--- src/rtl/mem_arbiter_pkg.sv ---
// Shared RISC-V definitions: bus widths and the arbiter's state/requester types.
// The mem_arbiter round-robin option is selected with MEM_ARBITER_ROUND_ROBIN_EN.
`ifndef RISCV_ADDR_WIDTH
`define RISCV_ADDR_WIDTH 32
`endif
`ifndef RISCV_WORD_WIDTH
`define RISCV_WORD_WIDTH 32
`endif

package riscv_defines;

    localparam int unsigned ADDR_W = `RISCV_ADDR_WIDTH;
    localparam int unsigned WORD_W = `RISCV_WORD_WIDTH;
    localparam int unsigned WE_W   = 4;
    localparam int unsigned WAIT_W = 16;

    typedef enum logic [1:0] {
        ARB_IDLE  = 2'd0,
        ARB_FETCH = 2'd1,
        ARB_DATA  = 2'd2
    } arb_state_t;

    typedef enum logic {
        REQ_FETCH = 1'b0,
        REQ_DATA  = 1'b1
    } arb_req_t;

endpackage

--- src/rtl/mem_arbiter_if.sv ---
// Fetch, data and shared-memory ports of the memory arbiter.
// master = arbiter side, slave = requesters plus memory.
`ifndef RISCV_ADDR_WIDTH
`define RISCV_ADDR_WIDTH 32
`endif
`ifndef RISCV_WORD_WIDTH
`define RISCV_WORD_WIDTH 32
`endif

interface mem_arbiter_if;

    logic                         f_valid_i;
    logic [`RISCV_ADDR_WIDTH-1:0] f_addr_i;
    logic                         f_flush_i;
    logic                         f_ready_o;
    logic [`RISCV_WORD_WIDTH-1:0] f_rdata_o;

    logic                         d_valid_i;
    logic [`RISCV_ADDR_WIDTH-1:0] d_addr_i;
    logic [`RISCV_WORD_WIDTH-1:0] d_wdata_i;
    logic [3:0]                   d_we_i;
    logic                         d_ready_o;
    logic [`RISCV_WORD_WIDTH-1:0] d_rdata_o;

    logic                         mem_valid_o;
    logic [`RISCV_ADDR_WIDTH-1:0] mem_addr_o;
    logic [`RISCV_WORD_WIDTH-1:0] mem_wdata_o;
    logic [3:0]                   mem_we_o;
    logic                         mem_ready_i;
    logic [`RISCV_WORD_WIDTH-1:0] mem_rdata_i;

    logic                         timeout_o;

    modport master (
        input  f_valid_i, f_addr_i, f_flush_i,
        output f_ready_o, f_rdata_o,
        input  d_valid_i, d_addr_i, d_wdata_i, d_we_i,
        output d_ready_o, d_rdata_o,
        output mem_valid_o, mem_addr_o, mem_wdata_o, mem_we_o,
        input  mem_ready_i, mem_rdata_i,
        output timeout_o
    );

    modport slave (
        output f_valid_i, f_addr_i, f_flush_i,
        input  f_ready_o, f_rdata_o,
        output d_valid_i, d_addr_i, d_wdata_i, d_we_i,
        input  d_ready_o, d_rdata_o,
        input  mem_valid_o, mem_addr_o, mem_wdata_o, mem_we_o,
        output mem_ready_i, mem_rdata_i,
        input  timeout_o
    );

endinterface

--- src/rtl/mem_arbiter_wait_timer.sv ---
// mem_wait_timer: counts stalled cycles of the outstanding access and
// flags the cycle in which the count reaches the limit.
module mem_wait_timer
    import riscv_defines::*;
(
    input  logic              clk,
    input  logic              rst_n,
    input  logic              clear_i,
    input  logic              count_i,
    input  logic [WAIT_W-1:0] limit_i,
    output logic              expired_o
);

    logic [WAIT_W-1:0] cnt_q, cnt_d;

    always_comb begin
        cnt_d = cnt_q;
        if (clear_i) begin
            cnt_d = '0;
        end else if (count_i) begin
            cnt_d = cnt_q + 1'b1;
        end
    end

    // Expiry fires on the stall cycle that would bring the count to the limit.
    assign expired_o = count_i &&
        (({1'b0, cnt_q} + 17'd1) == {1'b0, limit_i});

    always_ff @(posedge clk) begin
        if (!rst_n) begin
            cnt_q <= '0;
        end else begin
            cnt_q <= cnt_d;
        end
    end

endmodule

--- src/rtl/mem_arbiter.sv ---
// Fetch/data arbiter for one shared memory port, one access in flight.
// Define MEM_ARBITER_ROUND_ROBIN_EN for round-robin; default is data priority.
module mem_arbiter
    import riscv_defines::*;
#(
    parameter int unsigned WAIT_LIMIT = 255
) (
    input  logic          clk,
    input  logic          rst_n,
    mem_arbiter_if.master bus
);

    arb_state_t        state_q, state_d;
    logic [ADDR_W-1:0] addr_q, addr_d;
    logic [WORD_W-1:0] wdata_q, wdata_d;
    logic [WE_W-1:0]   we_q, we_d;
    logic              flush_q, flush_d;

    logic busy;
    logic expired;
    logic fin;
    logic grant_f;
    logic grant_d;
    logic hit_f;
    logic hit_d;

    assign busy = (state_q != ARB_IDLE);
    assign fin  = busy && (bus.mem_ready_i || expired);

    mem_wait_timer u_timer (
        .clk      (clk),
        .rst_n    (rst_n),
        .clear_i  (!busy),
        .count_i  (busy && !bus.mem_ready_i),
        .limit_i  (WAIT_W'(WAIT_LIMIT)),
        .expired_o(expired)
    );

`ifdef MEM_ARBITER_ROUND_ROBIN_EN
    arb_req_t last_q, last_d;

    always_comb begin
        grant_f = bus.f_valid_i &&
                  (!bus.d_valid_i || last_q == REQ_DATA);
        grant_d = bus.d_valid_i && !grant_f;
        last_d  = last_q;
        if (state_q == ARB_IDLE && grant_d) begin
            last_d = REQ_DATA;
        end else if (state_q == ARB_IDLE && grant_f) begin
            last_d = REQ_FETCH;
        end
    end

    always_ff @(posedge clk) begin
        if (!rst_n) begin
            last_q <= REQ_FETCH;
        end else begin
            last_q <= last_d;
        end
    end
`else
    always_comb begin
        grant_d = bus.d_valid_i;
        grant_f = bus.f_valid_i && !bus.d_valid_i;
    end
`endif

    always_comb begin
        state_d = state_q;
        addr_d  = addr_q;
        wdata_d = wdata_q;
        we_d    = we_q;
        flush_d = flush_q;
        unique case (state_q)
            ARB_IDLE: begin
                flush_d = 1'b0;
                if (grant_d) begin
                    state_d = ARB_DATA;
                    addr_d  = bus.d_addr_i;
                    wdata_d = bus.d_wdata_i;
                    we_d    = bus.d_we_i;
                end else if (grant_f) begin
                    state_d = ARB_FETCH;
                    addr_d  = bus.f_addr_i;
                    wdata_d = '0;
                    we_d    = '0;
                    flush_d = bus.f_flush_i;
                end
            end
            ARB_FETCH: begin
                flush_d = flush_q || bus.f_flush_i;
                if (fin) state_d = ARB_IDLE;
            end
            ARB_DATA: begin
                if (fin) state_d = ARB_IDLE;
            end
            default: state_d = ARB_IDLE;
        endcase
    end

    always_ff @(posedge clk) begin
        if (!rst_n) begin
            state_q <= ARB_IDLE;
            addr_q  <= '0;
            wdata_q <= '0;
            we_q    <= '0;
            flush_q <= 1'b0;
        end else begin
            state_q <= state_d;
            addr_q  <= addr_d;
            wdata_q <= wdata_d;
            we_q    <= we_d;
            flush_q <= flush_d;
        end
    end

    // A redirect at any point of a fetch hides that fetch's response.
    assign hit_f = rst_n && fin && (state_q == ARB_FETCH) &&
                   !flush_q && !bus.f_flush_i;
    assign hit_d = rst_n && fin && (state_q == ARB_DATA);

    assign bus.f_ready_o = hit_f;
    assign bus.f_rdata_o = (hit_f && bus.mem_ready_i) ?
                           bus.mem_rdata_i : '0;
    assign bus.d_ready_o = hit_d;
    assign bus.d_rdata_o = (hit_d && bus.mem_ready_i) ?
                           bus.mem_rdata_i : '0;

    assign bus.mem_valid_o = rst_n && busy;
    assign bus.mem_addr_o  = addr_q;
    assign bus.mem_wdata_o = wdata_q;
    assign bus.mem_we_o    = we_q;
    assign bus.timeout_o   = rst_n && expired;

endmodule

--- src/flat_wrapper.sv ---
// flat-port wrapper written by rule: the top's interface ports become plain ports
module mem_arbiter_flat import riscv_defines::*;
#(
    parameter int unsigned WAIT_LIMIT = 255
)
  (clk, rst_n, bus_f_valid_i, bus_f_addr_i, bus_f_flush_i, bus_f_ready_o, bus_f_rdata_o, bus_d_valid_i, bus_d_addr_i, bus_d_wdata_i, bus_d_we_i, bus_d_ready_o, bus_d_rdata_o, bus_mem_valid_o, bus_mem_addr_o, bus_mem_wdata_o, bus_mem_we_o, bus_mem_ready_i, bus_mem_rdata_i, bus_timeout_o);
  mem_arbiter_if bus_i ();
  input  logic clk;
  input  logic rst_n;
  input wire logic [$bits(bus_i.f_valid_i)-1:0] bus_f_valid_i;
  input wire logic [$bits(bus_i.f_addr_i)-1:0] bus_f_addr_i;
  input wire logic [$bits(bus_i.f_flush_i)-1:0] bus_f_flush_i;
  output wire logic [$bits(bus_i.f_ready_o)-1:0] bus_f_ready_o;
  output wire logic [$bits(bus_i.f_rdata_o)-1:0] bus_f_rdata_o;
  input wire logic [$bits(bus_i.d_valid_i)-1:0] bus_d_valid_i;
  input wire logic [$bits(bus_i.d_addr_i)-1:0] bus_d_addr_i;
  input wire logic [$bits(bus_i.d_wdata_i)-1:0] bus_d_wdata_i;
  input wire logic [$bits(bus_i.d_we_i)-1:0] bus_d_we_i;
  output wire logic [$bits(bus_i.d_ready_o)-1:0] bus_d_ready_o;
  output wire logic [$bits(bus_i.d_rdata_o)-1:0] bus_d_rdata_o;
  output wire logic [$bits(bus_i.mem_valid_o)-1:0] bus_mem_valid_o;
  output wire logic [$bits(bus_i.mem_addr_o)-1:0] bus_mem_addr_o;
  output wire logic [$bits(bus_i.mem_wdata_o)-1:0] bus_mem_wdata_o;
  output wire logic [$bits(bus_i.mem_we_o)-1:0] bus_mem_we_o;
  input wire logic [$bits(bus_i.mem_ready_i)-1:0] bus_mem_ready_i;
  input wire logic [$bits(bus_i.mem_rdata_i)-1:0] bus_mem_rdata_i;
  output wire logic [$bits(bus_i.timeout_o)-1:0] bus_timeout_o;
  assign bus_i.f_valid_i = bus_f_valid_i;
  assign bus_i.f_addr_i = bus_f_addr_i;
  assign bus_i.f_flush_i = bus_f_flush_i;
  assign bus_f_ready_o = bus_i.f_ready_o;
  assign bus_f_rdata_o = bus_i.f_rdata_o;
  assign bus_i.d_valid_i = bus_d_valid_i;
  assign bus_i.d_addr_i = bus_d_addr_i;
  assign bus_i.d_wdata_i = bus_d_wdata_i;
  assign bus_i.d_we_i = bus_d_we_i;
  assign bus_d_ready_o = bus_i.d_ready_o;
  assign bus_d_rdata_o = bus_i.d_rdata_o;
  assign bus_mem_valid_o = bus_i.mem_valid_o;
  assign bus_mem_addr_o = bus_i.mem_addr_o;
  assign bus_mem_wdata_o = bus_i.mem_wdata_o;
  assign bus_mem_we_o = bus_i.mem_we_o;
  assign bus_i.mem_ready_i = bus_mem_ready_i;
  assign bus_i.mem_rdata_i = bus_mem_rdata_i;
  assign bus_timeout_o = bus_i.timeout_o;
  mem_arbiter #(.WAIT_LIMIT(WAIT_LIMIT)) u_core (.clk(clk), .rst_n(rst_n), .bus(bus_i));
endmodule
--- config.mk ---
export PLATFORM = sky130hd
export DESIGN_NAME = mem_arbiter_flat
export DESIGN_NICKNAME = d
export VERILOG_FILES = /design/src/rtl/mem_arbiter_pkg.sv /design/src/rtl/mem_arbiter_if.sv /design/src/rtl/mem_arbiter_wait_timer.sv /design/src/rtl/mem_arbiter.sv /design/src/flat_wrapper.sv
export SDC_FILE = /design/constraint.sdc
export NUM_CORES = 1
export LEC_CHECK = 0
export ABC_AREA = 1
export ABC_CLOCK_PERIOD_IN_PS = 8000
export BUFFER_PORTS_ARGS = -buffer_cell sky130_fd_sc_hd__clkbuf_2
export CORE_AREA = 2 2 106 108
export DETAILED_ROUTE_END_ITERATION = 8
export DIE_AREA = 0 0 108 110
export GPL_ROUTABILITY_DRIVEN = 0
export PLACE_DENSITY_LB_ADDON = 0.1
export REMOVE_ABC_BUFFERS = 1
export SYNTH_ARGS = -nofsm -noshare
export SYNTH_HDL_FRONTEND = slang
export SYNTH_SLANG_ARGS = --single-unit
--- constraint.sdc ---
create_clock -name clk -period 8 [get_ports clk]
set_input_delay 2.4 -clock clk [delete_from_list [all_inputs] [get_ports clk]]
set_output_delay 2.4 -clock clk [all_outputs]
set_load 0.02 [all_outputs]
Yosys cells after proc, flatten, opt, wreduce, memory -nomap -nowiden
Index checks and enable logic that the tools add are counted.
Storage, ports and cells
  register bits after elaboration: 87
  input bits: 138
  output and inout port bits: 136
Cells by class
  add/subtract/negate cells: 2
  equal/unequal tests: 5
  multiplexer cells: 15
  reduce and logical (&&, ||, !) cells: 27
Operator list (number)
  $mux W32: 6
  $add A16 B1 Y17 const B: 1
  $eq A17 B8 Y1 const B: 1
  $add A16 B1 Y16 const B: 1
  $logic_and A1 B1 Y1: 13
  $mux W4: 2
  $mux W2: 3
  $reduce_and A2 Y1: 3
  $reduce_bool A2 Y1: 3
  $logic_not A1 Y1: 4
  $pmux W2 S2: 1
  $ne A3 B2 Y1 const B: 1
  $eq A2 B1 Y1 const B: 1
  $eq A2 B2 Y1 const B: 1
  $logic_not A2 Y1: 1
  $logic_or A1 B1 Y1: 2
  $mux W1: 2
  $ne A2 B1 Y1 const B: 1
  $pmux W1 S2: 1
  $reduce_or A2 Y1: 1

Longest topological paths before layout
  depth in word-level cells: 11
  depth in mapped cells: 17

Hierarchy
From an unflattened synthesis, not the netlist that was laid out.
Unflattened totals
  cells, all modules: 779
  area, all modules: 4755.8 µm²
By module, submodules not included
  mem_arbiter: times used 1, cells an instance 544, area an instance 3385.7 µm², sequential area each 1421.4 µm²
  mem_wait_timer: times used 1, cells an instance 235, area an instance 1370.1 µm², sequential area each 320.3 µm²

Least setup slack after synthesis
No wires, ideal clock.
  path type: input to output
  start point: in bus_mem_ready_i
  end point: out bus_d_rdata_o[11]
  arrival: 4.035 ns
  required time: 5.600 ns
  slack: 1.565 ns
  cell stages on the path: 14
  buffers on the path: 1
  cell sequence: nor2_2 > nand3_1 > nor2_1 > nand3_1 > nor2_1 > nand2_1 > nor2_1 > nand2_1 > nand2_2 > nand2_2 > nor2_4 > nand2_4 > buf_6 > nor2_1
On the way
  longest elaborated chain between the ends: 9
Ends and longest elaborated chain
  start, declared: RTL line flat_wrapper.sv:25  | input wire logic [$bits(bus_i.mem_ready_i)-1:0] bus_mem_ready_i;
  $logic_not A1 Y1: RTL line mem_arbiter.sv:34  | .count_i (busy && !bus.mem_ready_i),
  $logic_and A1 B1 Y1: RTL line mem_arbiter.sv:34
  $logic_and A1 B1 Y1: RTL line mem_arbiter_wait_timer.sv:26  | assign expired_o = count_i &&
  $logic_or A1 B1 Y1 *: RTL line mem_arbiter.sv:28  | assign fin = busy && (bus.mem_ready_i || expired);
  $logic_and A1 B1 Y1 *: RTL line mem_arbiter.sv:28
  $logic_and A1 B1 Y1 * (2 in a row): RTL line mem_arbiter.sv:120  | assign hit_d = rst_n && fin && (state_q == ARB_DATA);
  net bus_d_ready_o: RTL line flat_wrapper.sv:19  | output wire logic [$bits(bus_i.d_ready_o)-1:0] bus_d_ready_o;
  $logic_and A1 B1 Y1 *: RTL line mem_arbiter.sv:126  | assign bus.d_rdata_o = (hit_d && bus.mem_ready_i) ?
  $mux W32 *: RTL line mem_arbiter.sv:126
  end, declared: RTL line flat_wrapper.sv:20  | output wire logic [$bits(bus_i.d_rdata_o)-1:0] bus_d_rdata_o;
The timed path passes the listed nets; every way through them passes the cells marked *.

Worst setup path after layout
  start point: in bus_mem_ready_i
  end point: out bus_d_rdata_o[23]
On the way
  longest elaborated chain between the ends: 9
Ends and longest elaborated chain (RTL line)
  $logic_not A1 Y1: mem_arbiter.sv:34
  $logic_and A1 B1 Y1: mem_arbiter.sv:34
  $logic_and A1 B1 Y1: mem_arbiter_wait_timer.sv:26
  $logic_or A1 B1 Y1: mem_arbiter.sv:28
  $logic_and A1 B1 Y1: mem_arbiter.sv:28
  $logic_and A1 B1 Y1 (2 in a row): mem_arbiter.sv:120
  $logic_and A1 B1 Y1 *: mem_arbiter.sv:126
  $mux W32 *: mem_arbiter.sv:126
Every way passes the cells marked *; elsewhere a longest branch is shown, timed or not.

==> impl_metrics.toml <==
[critical_path]
cp-end-kind = "primary output"
path_buf_inv = 2
critPathArrivalTime_ns = 4.52
critPathSlowestCell = "nor2_2"
crit_chain = "clkbuf_2 -> nor2_2 -> nand3_1 -> nor2_1 -> nand3_1 -> nor2_1 -> nand2_1 -> nor2_1 -> nand2_1 -> nand2_2 -> nand2_2 -> nor2_4 -> nand2_4 -> nor2_1 -> clkbuf_2"
cpLargestDelayFamily = "simple AND/OR/NAND/NOR gates"
critPathKind = "in -> out"
rr_worst_depth = 7
cpPeakStageDelay_ns = 0.31
r2r_setup_slack_ns = 4.55
crit_path_frequent_cell = "nor2_1"
reg2reg_from = "u_core.state_q[0]"
r2r_end = "u_core.bus.mem_wdata_o[24]"
setup.worst_path.start_class = "input port"
cp_max_fo = 32
crit_required_ns = 5.60

[logic_synthesis]
syn_avg_cell_area_sq_um = 6.536
yosysUniqueCellTypes = 26
synth_cells = 657
synth_seq_cells = 87
ys_warn_count = 0
syn-cell-area_sq_um = 4294
ys_seq_area_share_pct = 40.56

[clock_network]
cts-resized-gates = 0
cts_made_buffers = 9
cts_setup_buffers = 0
cts.path.max_buffers = 2
clkTransAtPathRegs_ns = 0.09
cts_root_buf = "clkbuf_8"
numClockSinks = 87
cts_tree = "done"
h-tree-depth = 3
ctsHoldBuffers = 0
clock_latency_ns = 0.36

[place]
hpwl_mm = 10.53
io_buffers = 273
pre_cts_ws_ns = 1.069

[routing]
avgViaCountPerCell = 4.798
drt_first_pass_iters = 4
routed_wl_mm = 13.90
ant_nets = 0
dr_total_vias = 5052
avgRoutedWirePerCell_microns = 13.20
initialDrtViolationCount = 185
drt_drc_violations_left = 0

[global_route]
grt_usage_pct = 22.09
grt.overflow.total = 0
antenna_found_initial = 0
grt_max_degree = 66
grt_pass1_wl_mm = 20.80
grt_pass1_vias = 4401

[sta]
rsz0062_at_grt = "no"
max-slew-margin-rel_pct = 22.86
fin_skew_ns = 0.006856
tightest_slew_ns = 1.154
fmax_mhz = 144.5
setup_violations = 0
fin_ws_ns = 1.079
fin_tns_setup_ns = 0
hold_viol = 0
period_share_pct = 86.51
drv_slew = 0
period_minus_slack_ns = 6.921

[floorplanning]
io_pins = 274
row_count = 38
initial_utilization_pct = 40.14
die-width_microns = 108
core_area_sq_um = 10700
fp.dieH_microns = 110
die_area_sq_um = 11880

[run_status]
outcome = "complete, no violations"

[min_path]
min_to = "u_core.bus.mem_wdata_o[3]"
hold_path_class = "reg -> reg"
hold_depth = 2
hp-start = "u_core.bus.mem_wdata_o[3]"

[run]
maxCapViolCount = 0

[power_and_ir_drop]
cellLeakagePower_nw = 3.186
ir_worst_vdd_mv = 0.1706
power_density_nw_per_um2 = 267.7

[finish]
layout-drive-gt1-share_pct = 35.05
antenna-diode-count = 0
area_growth_pct = 37.65
nNetsFinal = 1051
[worst min-delay path: stages, from the launching register on]
cell and delay [ns]:
dfxtp_1 0.32, nand2_1 0.06, a21oi_1 0.05
[stage by stage]
step / hold WS [ns] / instance area (sq um) / util [%] / cells / total power [W]
6_report: 0.4654 / 5911 / 55.25 / 1053 / 0.001582
5_1_grt: 0.4868 / 5911 / 55.25 / 1053 / 0.001694
4_1_cts: 0.4672 / 5911 / 55.25 / 1053 / 0.001593
3_5_place_dp: 0.4535 / 5704 / 53.32 / 1037 / 0.001265
3_3_place_gp: 0.4475 / 5704 / 53.32 / 1037 / 0.001252
2_1_floorplan: 0.4560 / 4133 / - / 621 / 0.001025
[Yosys cell counts]
cell type  count  area share, %
xor2_1         1           0.20
nand2_1      191             17
a21oi_1       51            5.9
buf_2          3           0.35
o21ai_1        1           0.12
buf_6          3           0.79
nand3_1       17            2.0
nor2_1        73            6.4
dfxtp_1       87             41
clkinv_1       2           0.17
ha_1           5            1.5
buf_1          1          0.087
inv_2          1          0.087
a31oi_1       33            4.8
o211ai_1       2           0.35
nor2_2        18            2.6
nor2_4         2           0.52
nor3_1         1           0.12
o2111ai_1      1           0.20
clkbuf_1      29            2.5
nand2_2        4           0.58
inv_1         75            6.6
nand2_4        1           0.26
o21ai_0       48            5.6
nand4_1        6           0.87
or2_2          1           0.15
[worst max-delay path by stage]
stage	from	end	slack, ns	cells after the start
after floorplan	rst_n	bus_f_rdata_o[0]	0.71	4
after global placement	bus_mem_ready_i	bus_d_rdata_o[0]	1.18	15
after detailed placement	bus_mem_ready_i	bus_d_rdata_o[23]	1.07	15
after CTS	bus_mem_ready_i	bus_d_rdata_o[23]	1.06	15
after global routing	bus_mem_ready_i	bus_d_rdata_o[13]	0.77	15
final	bus_mem_ready_i	bus_d_rdata_o[23]	1.08	15
[power breakdown]
| part | leakage, nW | switching [W] | total (W) | internal, W |
|---|---|---|---|---|
| sequential | 0.716 | 0.0000693 | 0.000618 | 0.000549 |
| combinational | 2.36 | 0.000443 | 0.000638 | 0.000195 |
| clock | 0.106 | 0.000175 | 0.000326 | 0.000151 |
[layout make-up]
class | count | area (sq um)
clock buffers | 9 | 123.9
clock inverters | 7 | 82.58
fillers | 1049 | 4787
inverters | 78 | 292.8
multi-input cells | 456 | 2106
flip-flops and latches | 87 | 1742
well taps | 140 | 175.2
repair buffers | 276 | 1389
[sequential cells by signal, indices dropped and copies added, names as in the netlist]
| register | count |
|---|---|
| u_core.u_timer.cnt_q | 16 |
| u_core.flush_q | 1 |
| u_core.bus.mem_wdata_o | 32 |
| u_core.state_q | 2 |
| u_core.bus.mem_addr_o | 32 |
| u_core.bus.mem_we_o | 4 |
[per-layer routing]
| metal | global-route usage, % | share of wire, % | vias to the layer above | wire length [microns] |
|---|---|---|---|---|
| li1 | - | - | 2577 | - |
| met1 | 24.43 | 39 | 2259 | 5424 |
| met2 | 39.76 | 51 | 197 | 7025 |
| met3 | 6.820 | 8.2 | 19 | 1136 |
| met4 | 8.516 | 2.3 | 0 | 315 |
| met5 | 0 | 0 | - | 0 |
[logic make-up after synthesis]
family          share of synthesized area [%]
simple gates                            30.19
compound gates                          17.02
buf+inv                                 10.58
flops                                   40.56
fa+ha+maj                               1.457
xor+xnor                               0.2040
[layout by cell type (no fill, tap or decap), types with 2 or more instances in the layout]
master,count
a21oi_1,51
a31oi_1,33
buf_4,3
clkbuf_2,273
clkbuf_8,9
clkinv_1,2
dfxtp_1,87
ha_1,5
inv_1,75
inv_6,6
nand2_1,191
nand2_2,4
nand3_1,17
nand4_1,6
nor2_1,72
nor2_2,18
nor2_4,3
o211ai_1,2
o21ai_0,48
Power figures use the tool's default switching activity.
